File: src/rtl/async_sub_pkg.sv
// -----------------------------------------------------------------------------
// async_sub_pkg
// Shared types and constants for the async_sub push-button decimal
// down-counter: the digit type, its upper bound, the common-cathode
// seven-segment patterns ({g,f,e,d,c,b,a}, active-high) and the
// wrap-around decrement used by the counter.
// -----------------------------------------------------------------------------
package async_sub_pkg;

    typedef logic [3:0] digit_t;

    localparam digit_t DIGIT_MAX = 4'd9;

    localparam logic [6:0] SEG_0     = 7'b0111111;
    localparam logic [6:0] SEG_1     = 7'b0000110;
    localparam logic [6:0] SEG_2     = 7'b1011011;
    localparam logic [6:0] SEG_3     = 7'b1001111;
    localparam logic [6:0] SEG_4     = 7'b1100110;
    localparam logic [6:0] SEG_5     = 7'b1101101;
    localparam logic [6:0] SEG_6     = 7'b1111101;
    localparam logic [6:0] SEG_7     = 7'b0000111;
    localparam logic [6:0] SEG_8     = 7'b1111111;
    localparam logic [6:0] SEG_9     = 7'b1101111;
    localparam logic [6:0] SEG_BLANK = 7'b0000000;

    // 0 wraps to 9; an out-of-range value (10..15) is pulled back to 9 too.
    function automatic digit_t next_digit(input digit_t d);
        return (d == 4'd0 || d > DIGIT_MAX) ? DIGIT_MAX : d - 4'd1;
    endfunction

endpackage

File: src/rtl/async_sub_seg7_decoder.sv
// -----------------------------------------------------------------------------
// seg7_decoder
// Purely combinational decimal digit to common-cathode seven-segment decode.
// Ports:
//   digit    : in,  4-bit value; 0..9 shown, 10..15 shown blank
//   segments : out, {g,f,e,d,c,b,a}, active-high
// -----------------------------------------------------------------------------
module seg7_decoder
    import async_sub_pkg::*;
(
    input  digit_t      digit,
    output logic [6:0]  segments
);

    always_comb begin
        // NOTE: the default assignment ahead of the case keeps every path
        // driven, so no latch is inferred for the unlisted codes.
        segments = SEG_BLANK;
        unique case (digit)
            4'd0:    segments = SEG_0;
            4'd1:    segments = SEG_1;
            4'd2:    segments = SEG_2;
            4'd3:    segments = SEG_3;
            4'd4:    segments = SEG_4;
            4'd5:    segments = SEG_5;
            4'd6:    segments = SEG_6;
            4'd7:    segments = SEG_7;
            4'd8:    segments = SEG_8;
            4'd9:    segments = SEG_9;
            default: segments = SEG_BLANK;
        endcase
    end

endmodule

File: src/rtl/async_sub.sv
// -----------------------------------------------------------------------------
// async_sub
// Single-digit decimal down-counter driven by a push-button. The raw button
// is brought into the clk domain by a two-flop synchronizer, optionally
// debounced, and rising-edge detected; each detected press decrements the
// digit (0 wraps to 9). The digit is decoded combinationally onto a
// common-cathode seven-segment display.
//
// Optional feature: define ASYNC_SUB_DEBOUNCE_EN to insert an 8-bit
// stability counter between the synchronizer and the edge detect.
//
// Parameters:
//   DEBOUNCE_CYCLES : clocks the synchronized level must differ from the
//                     accepted level before it is taken (1..255, debounce only)
// Ports (positional order leds, reset, button, clk):
//   leds   : out, segment drive {g,f,e,d,c,b,a}, active-high
//   reset  : in,  asynchronous active-low reset
//   button : in,  raw asynchronous push-button, active-high
//   clk    : in,  system clock, rising edge
// -----------------------------------------------------------------------------
module async_sub
    import async_sub_pkg::*;
#(
    parameter int DEBOUNCE_CYCLES = 2
) (
    output logic [6:0] leds,
    input  logic       reset,
    input  logic       button,
    input  logic       clk
);

    if (DEBOUNCE_CYCLES < 1 || DEBOUNCE_CYCLES > 255) begin : g_bad_cfg
        $error("async_sub: DEBOUNCE_CYCLES must lie in 1..255");
    end

    logic   sync1;
    logic   sync2;
    logic   level;      // level fed to the edge detect
    logic   level_q;    // one-cycle-delayed copy of level
    logic   press;
    digit_t digit;

    // Two-flop synchronizer. Clearing to 0 means a button held through reset
    // release still shows a clean 0->1 transition and counts once.
    always_ff @(posedge clk or negedge reset) begin
        if (!reset) begin
            sync1 <= 1'b0;
            sync2 <= 1'b0;
        end else begin
            // NOTE: non-blocking assignments let sync2 take the old sync1,
            // forming a real two-stage chain rather than one flop.
            sync1 <= button;
            sync2 <= sync1;
        end
    end

`ifdef ASYNC_SUB_DEBOUNCE_EN
    localparam logic [7:0] DB_LAST = 8'(DEBOUNCE_CYCLES - 1);

    logic [7:0] stable_cnt;
    logic       db_level;

    // The accepted level flips only after sync2 has disagreed with it on
    // DEBOUNCE_CYCLES consecutive clocks; any agreement restarts the count.
    always_ff @(posedge clk or negedge reset) begin
        if (!reset) begin
            stable_cnt <= 8'd0;
            db_level   <= 1'b0;
        end else if (sync2 != db_level) begin
            if (stable_cnt == DB_LAST) begin
                stable_cnt <= 8'd0;
                db_level   <= sync2;
            end else begin
                stable_cnt <= stable_cnt + 8'd1;
            end
        end else begin
            stable_cnt <= 8'd0;
        end
    end

    assign level = db_level;
`else
    assign level = sync2;
`endif

    assign press = level & ~level_q;

    // Edge-detect delay and the digit counter.
    always_ff @(posedge clk or negedge reset) begin
        if (!reset) begin
            level_q <= 1'b0;
            digit   <= 4'd0;
        end else begin
            level_q <= level;
            if (press) begin
                digit <= next_digit(digit);
            end
        end
    end

    seg7_decoder u_decoder (
        .digit    (digit),
        .segments (leds)
    );

endmodule

File: config.mk
export PLATFORM = sky130hd
export DESIGN_NAME = async_sub
export DESIGN_NICKNAME = d
export VERILOG_FILES = /design/src/rtl/async_sub_pkg.sv /design/src/rtl/async_sub_seg7_decoder.sv /design/src/rtl/async_sub.sv
export SDC_FILE = /design/constraint.sdc
export NUM_CORES = 1
export LEC_CHECK = 0
export ABC_CLOCK_PERIOD_IN_PS = 1800
export CORE_AREA = 5 5 42 44
export DETAILED_ROUTE_END_ITERATION = 10
export DIE_AREA = 0 0 47 49
export GPL_TIMING_DRIVEN = 0
export PLACE_DENSITY_LB_ADDON = 0.08
export SYNTH_ARGS = -nofsm -noshare
export SYNTH_HDL_FRONTEND = slang
export SYNTH_SLANG_ARGS = --single-unit
export TNS_END_PERCENT = 30
File: constraint.sdc
create_clock -name clk -period 1.8 [get_ports clk]
set_input_delay 0.18 -clock clk [delete_from_list [all_inputs] [get_ports clk]]
set_output_delay 0.18 -clock clk [all_outputs]
set_load 0.03 [all_outputs]
; ---- Word-level counts from Yosys, hierarchy flattened
; Memory sizes are Yosys's and may differ from the RTL's.
; Index checks and enable logic that the tools add are counted.
; W data, S select, Z words.
[word_totals]
register_bits = 7
in_bits = 3
mem_count = 1
romBits = 112
output_inout_bits = 7
wordCells = 12
[mem_list]
columns = name, depth, width, read_ports, rd_clocked_by_memory_dff, wr, line
row1 = (name not given), 16, 7, 1, 0, 0, async_sub_seg7_decoder.sv:19  ; unique case (digit)
[op_classes]
bitwise = 2
addsub = 1
n_lt_le_gt_ge = 1
n_mux = 1
reduce_logical = 2
[op_table]
columns = cell, n
row1 = $gt A4 B4 Y1 const B, 1
row2 = $logic_not A4 Y1, 1
row3 = $mux W4, 1
row4 = $sub A4 B1 Y4 const B, 1
row5 = $and A1 B1 Y1, 1
row6 = $logic_or A1 B1 Y1, 1
row7 = $not A1 Y1, 1

; ---- Logic depth before layout (Yosys ltp)
[logic_depth]
word_depth = 3
depth_mapped = 5
mapped_depth_nobuf = 5

; ---- Cells and area by module
; A second synthesis with hierarchy kept.
[unflattened]
cells_unflattened = 57
area_unflattened_um2 = 539.3
[modules_own_cells]
columns = module, area_per_inst_um2, cells_per_inst, seq_area_each_um2, n_inst
row1 = async_sub, 337.8, 31, 175.2, 1
row2 = seg7_decoder, 201.4, 26, 0.0, 1

; ---- Worst setup path before layout
; No wires, ideal clock.
[synth_timing]
path_type = register to output
startpoint = reg digit[1]
endpoint = out leds[3]
t_arrival_ns = 1.578
slack_ns = 0.042
path_stages_with_launch = 5
path_buffers = 0
required_ns = 1.620
cell_sequence = dfrtp_1 inv_1 ha_1 a21oi_1 o21ai_0
[synth_via]
elab_chain_len = 1
[synth_lines]
columns = element, line
row1 = from (decl), async_sub.sv:41  ; digit_t digit;
row2 = from (signal assigned), async_sub.sv:96  ; digit <= next_digit(digit);
row3 = $mem_v2 Z16 W7, n/a
row4 = to (decl), async_sub.sv:26  ; output logic [6:0] leds,
; No other way between the ends.

; ---- Worst setup path after layout
[layout_timing]
startpoint = reg digit[1]
endpoint = out leds[1]
; The elaborated chain is that of the path after synthesis.

==> reports/summary.txt <==
Hpwl dp - 721 um
Fin util - 0.467
Via density - 5.05
Clk root buf - clkbuf_4
Worst path slowest cell - dfrtp_2
CORE AREA - 1400 um^2
Max transition margin - 0.791
WL final - 1110 um
Final net count - 83
Post-DRT Antenna Nets - 0
Iter 0 DRT Violations - 5
Reg clk slew, reported paths - 0.05 ns
TritonCTS Buffers - 3
Commonest non-fill, non-tap cell in the layout - nor2_1
DP Worst Slack - -0.282 ns
Area grow syn2layout - 31.7%
Number of synthesized register bits - 7
Routed len/inst - 12.6 um
Share of layout cells above drive strength 1 - 0.306
Critical R2R Capture - digit[3]
CTS tree - yes
Setup violations, final - 0
RePlAce Congestion - 0.738
Filler cell count - 150
Avg Inst Size Synth - 9.03 um^2
Worst EP arrival - 1.60 ns
Sink Count - 7
Worst reg2reg startpoint - digit[0]
Setup CP Type - reg -> out
Initial core utilization - 0.354
Crit path max-delay family - buffers and inverters
Synth cell types - 20
Min Tclk post-route - 1.78 ns
Max Slew Vio Count - 0
Worst r2r path cells - 5
First-pass DRT Iterations - 5
Port bufs - 9
R2r setup slk - 0.39 ns
Worst Max-Slew Pin Slew - 0.309 ns
Remaining DRCs - 0
Max Fclk - 563 MHz
Boundary Pins - 10
Die height - 49 um
Mapped Cells - 55
Cts hold-fix bufs - 0
Die Width - 47 um
Mapped cell area - 497 um^2
Initial antenna violation count - 0
Vias in the first global route - 368
Final worst slack - 0.0230 ns
Outcome - complete, no violations
Hold Path Class - in -> async
Detailed-route via count - 444
WP buf/inv - 2
Max incr delay on CP - 0.44 ns
Most frequent cells in the layout - nor2_1, ha_1, buf_2, o21ai_0, dfrtp_1
Site row count - 14
Gr ovfl total - 0
# diodes - 0
Critical path startpoint category - flip-flop
Clock Tree Buf Depth - 2
Final hold violations - 0
Global-route wire length before repair - 1630 um
Crit path max fanout - 6
Reg area - 178 um^2
Number of max-cap violations - 0
Sequential share of the synthesized area - 0.353
Final period util - 0.987
Design area - 654 um^2
RSZ-0062 raised after global routing - yes
Clock skew - 0.00208 ns
Post-Syn Nets - 65
Clock latency at the later pin of the worst-skew pair - 0.25 ns
Largest net degree at the start of global routing - 11
DP Area - 607 um^2
Setup crit end kind - primary output
CTS H-Tree Depth - 1
Syn. warnings - 0
Die ar. - 2300 um^2
Critical Path RT - 1.62 ns
Cells along the critical path - inv_1 -> ha_2 -> a2bb2oi_1 -> clkdlybuf4s15_2
Multi-input logic area - 297 um^2
All-Layer GR Usage - 0.0993
==> cell usage after synthesis, drive strengths merged <==
library cell / count / area (um^2)
o21ai: 5 / 25.0
nand2b: 1 / 6.26
nor2b: 4 / 25.0
nand2: 3 / 11.3
buf: 2 / 16.3
nor4: 1 / 6.26
o41ai: 1 / 8.76
mux2i: 1 / 10.0
o21bai: 1 / 11.3
a22o: 1 / 10.0
inv: 5 / 18.8
a21oi: 4 / 20.0
a2bb2oi: 1 / 8.76
or3: 1 / 6.26
nor2: 7 / 26.3
ha: 7 / 87.6
dfrtp: 7 / 175
a311oi: 1 / 8.76
a21o: 2 / 15.0
==> worst max-delay path by stage <==
stage | from | end | depth (start not counted)
final | digit[1] | leds[1] | 4
after global routing | digit[1] | leds[2] | 5
after CTS | digit[1] | leds[5] | 6
after detailed placement | digit[0] | leds[5] | 6
after global placement | digit[0] | leds[5] | 6
after floorplan | digit[1] | leds[3] | 4
==> what timing repair did <==
item / in CTS / in global routing
endpoints found under the setup margin: 7 / 7
pin swaps: 0 / 0
resized for setup: 28 / 12
buffers inserted: 0 / 4
==> metal layers <==
| metal | GRT usage | wire, um |
|---|---|---|
| met1 | 0.137 | 515 |
| met2 | 0.131 | 527 |
| met3 | 0.0664 | 64 |
| met4 | 0.0138 | 0 |
| met5 | 0 | 0 |
==> cell families (layout without fill, tap and decap cells) <==
| kind of cell | count (synthesis) | count (layout) | share of synthesized area |
|---|---|---|---|
| compound gates | 16 | 16 | 0.217 |
| fa+ha+maj | 7 | 7 | 0.176 |
| simple gates | 17 | 17 | 0.164 |
| mux | 1 | 1 | 0.0202 |
| flops | 7 | 7 | 0.353 |
| buf+inv | 7 | 24 | 0.0705 |
==> sequential cells by signal, indices dropped and copies added, names as in the netlist <==
register,cells
level,1
digit,4
level_q,1
sync1,1
==> stage by stage <==
step / instances / hold WS (ns) / TNS, ns
finish: 88 / 0.189 / 0
global route: 88 / 0.194 / -0.131
CTS: 84 / 0.190 / -0.0714
detailed placement: 80 / 0.337 / -1.29
global placement: 80 / 0.333 / -1.28
floorplan: 55 / -0.116 / 0
==> cell type report <==
type                            instances  share of cell area
Clock buffer                            4              0.0402
Buffer                                  2              0.0249
Timing Repair Buffer                   13               0.151
Tap cell                               16              0.0306
Multi-Input combinational cell         41               0.453
Inverter                                5              0.0287
Sequential cell                         7               0.272
==> worst register-to-register path, stage by stage (launching register included) <==
cell,delay (ns)
dfrtp_2,0.44
buf_4,0.15
ha_1,0.19
o21bai_2,0.15
mux2i_1,0.12
a311oi_1,0.26
Power is left out: the tool's default activity adds up to more than one toggle a clock period on the data nets, which glitch-free logic cannot reach.
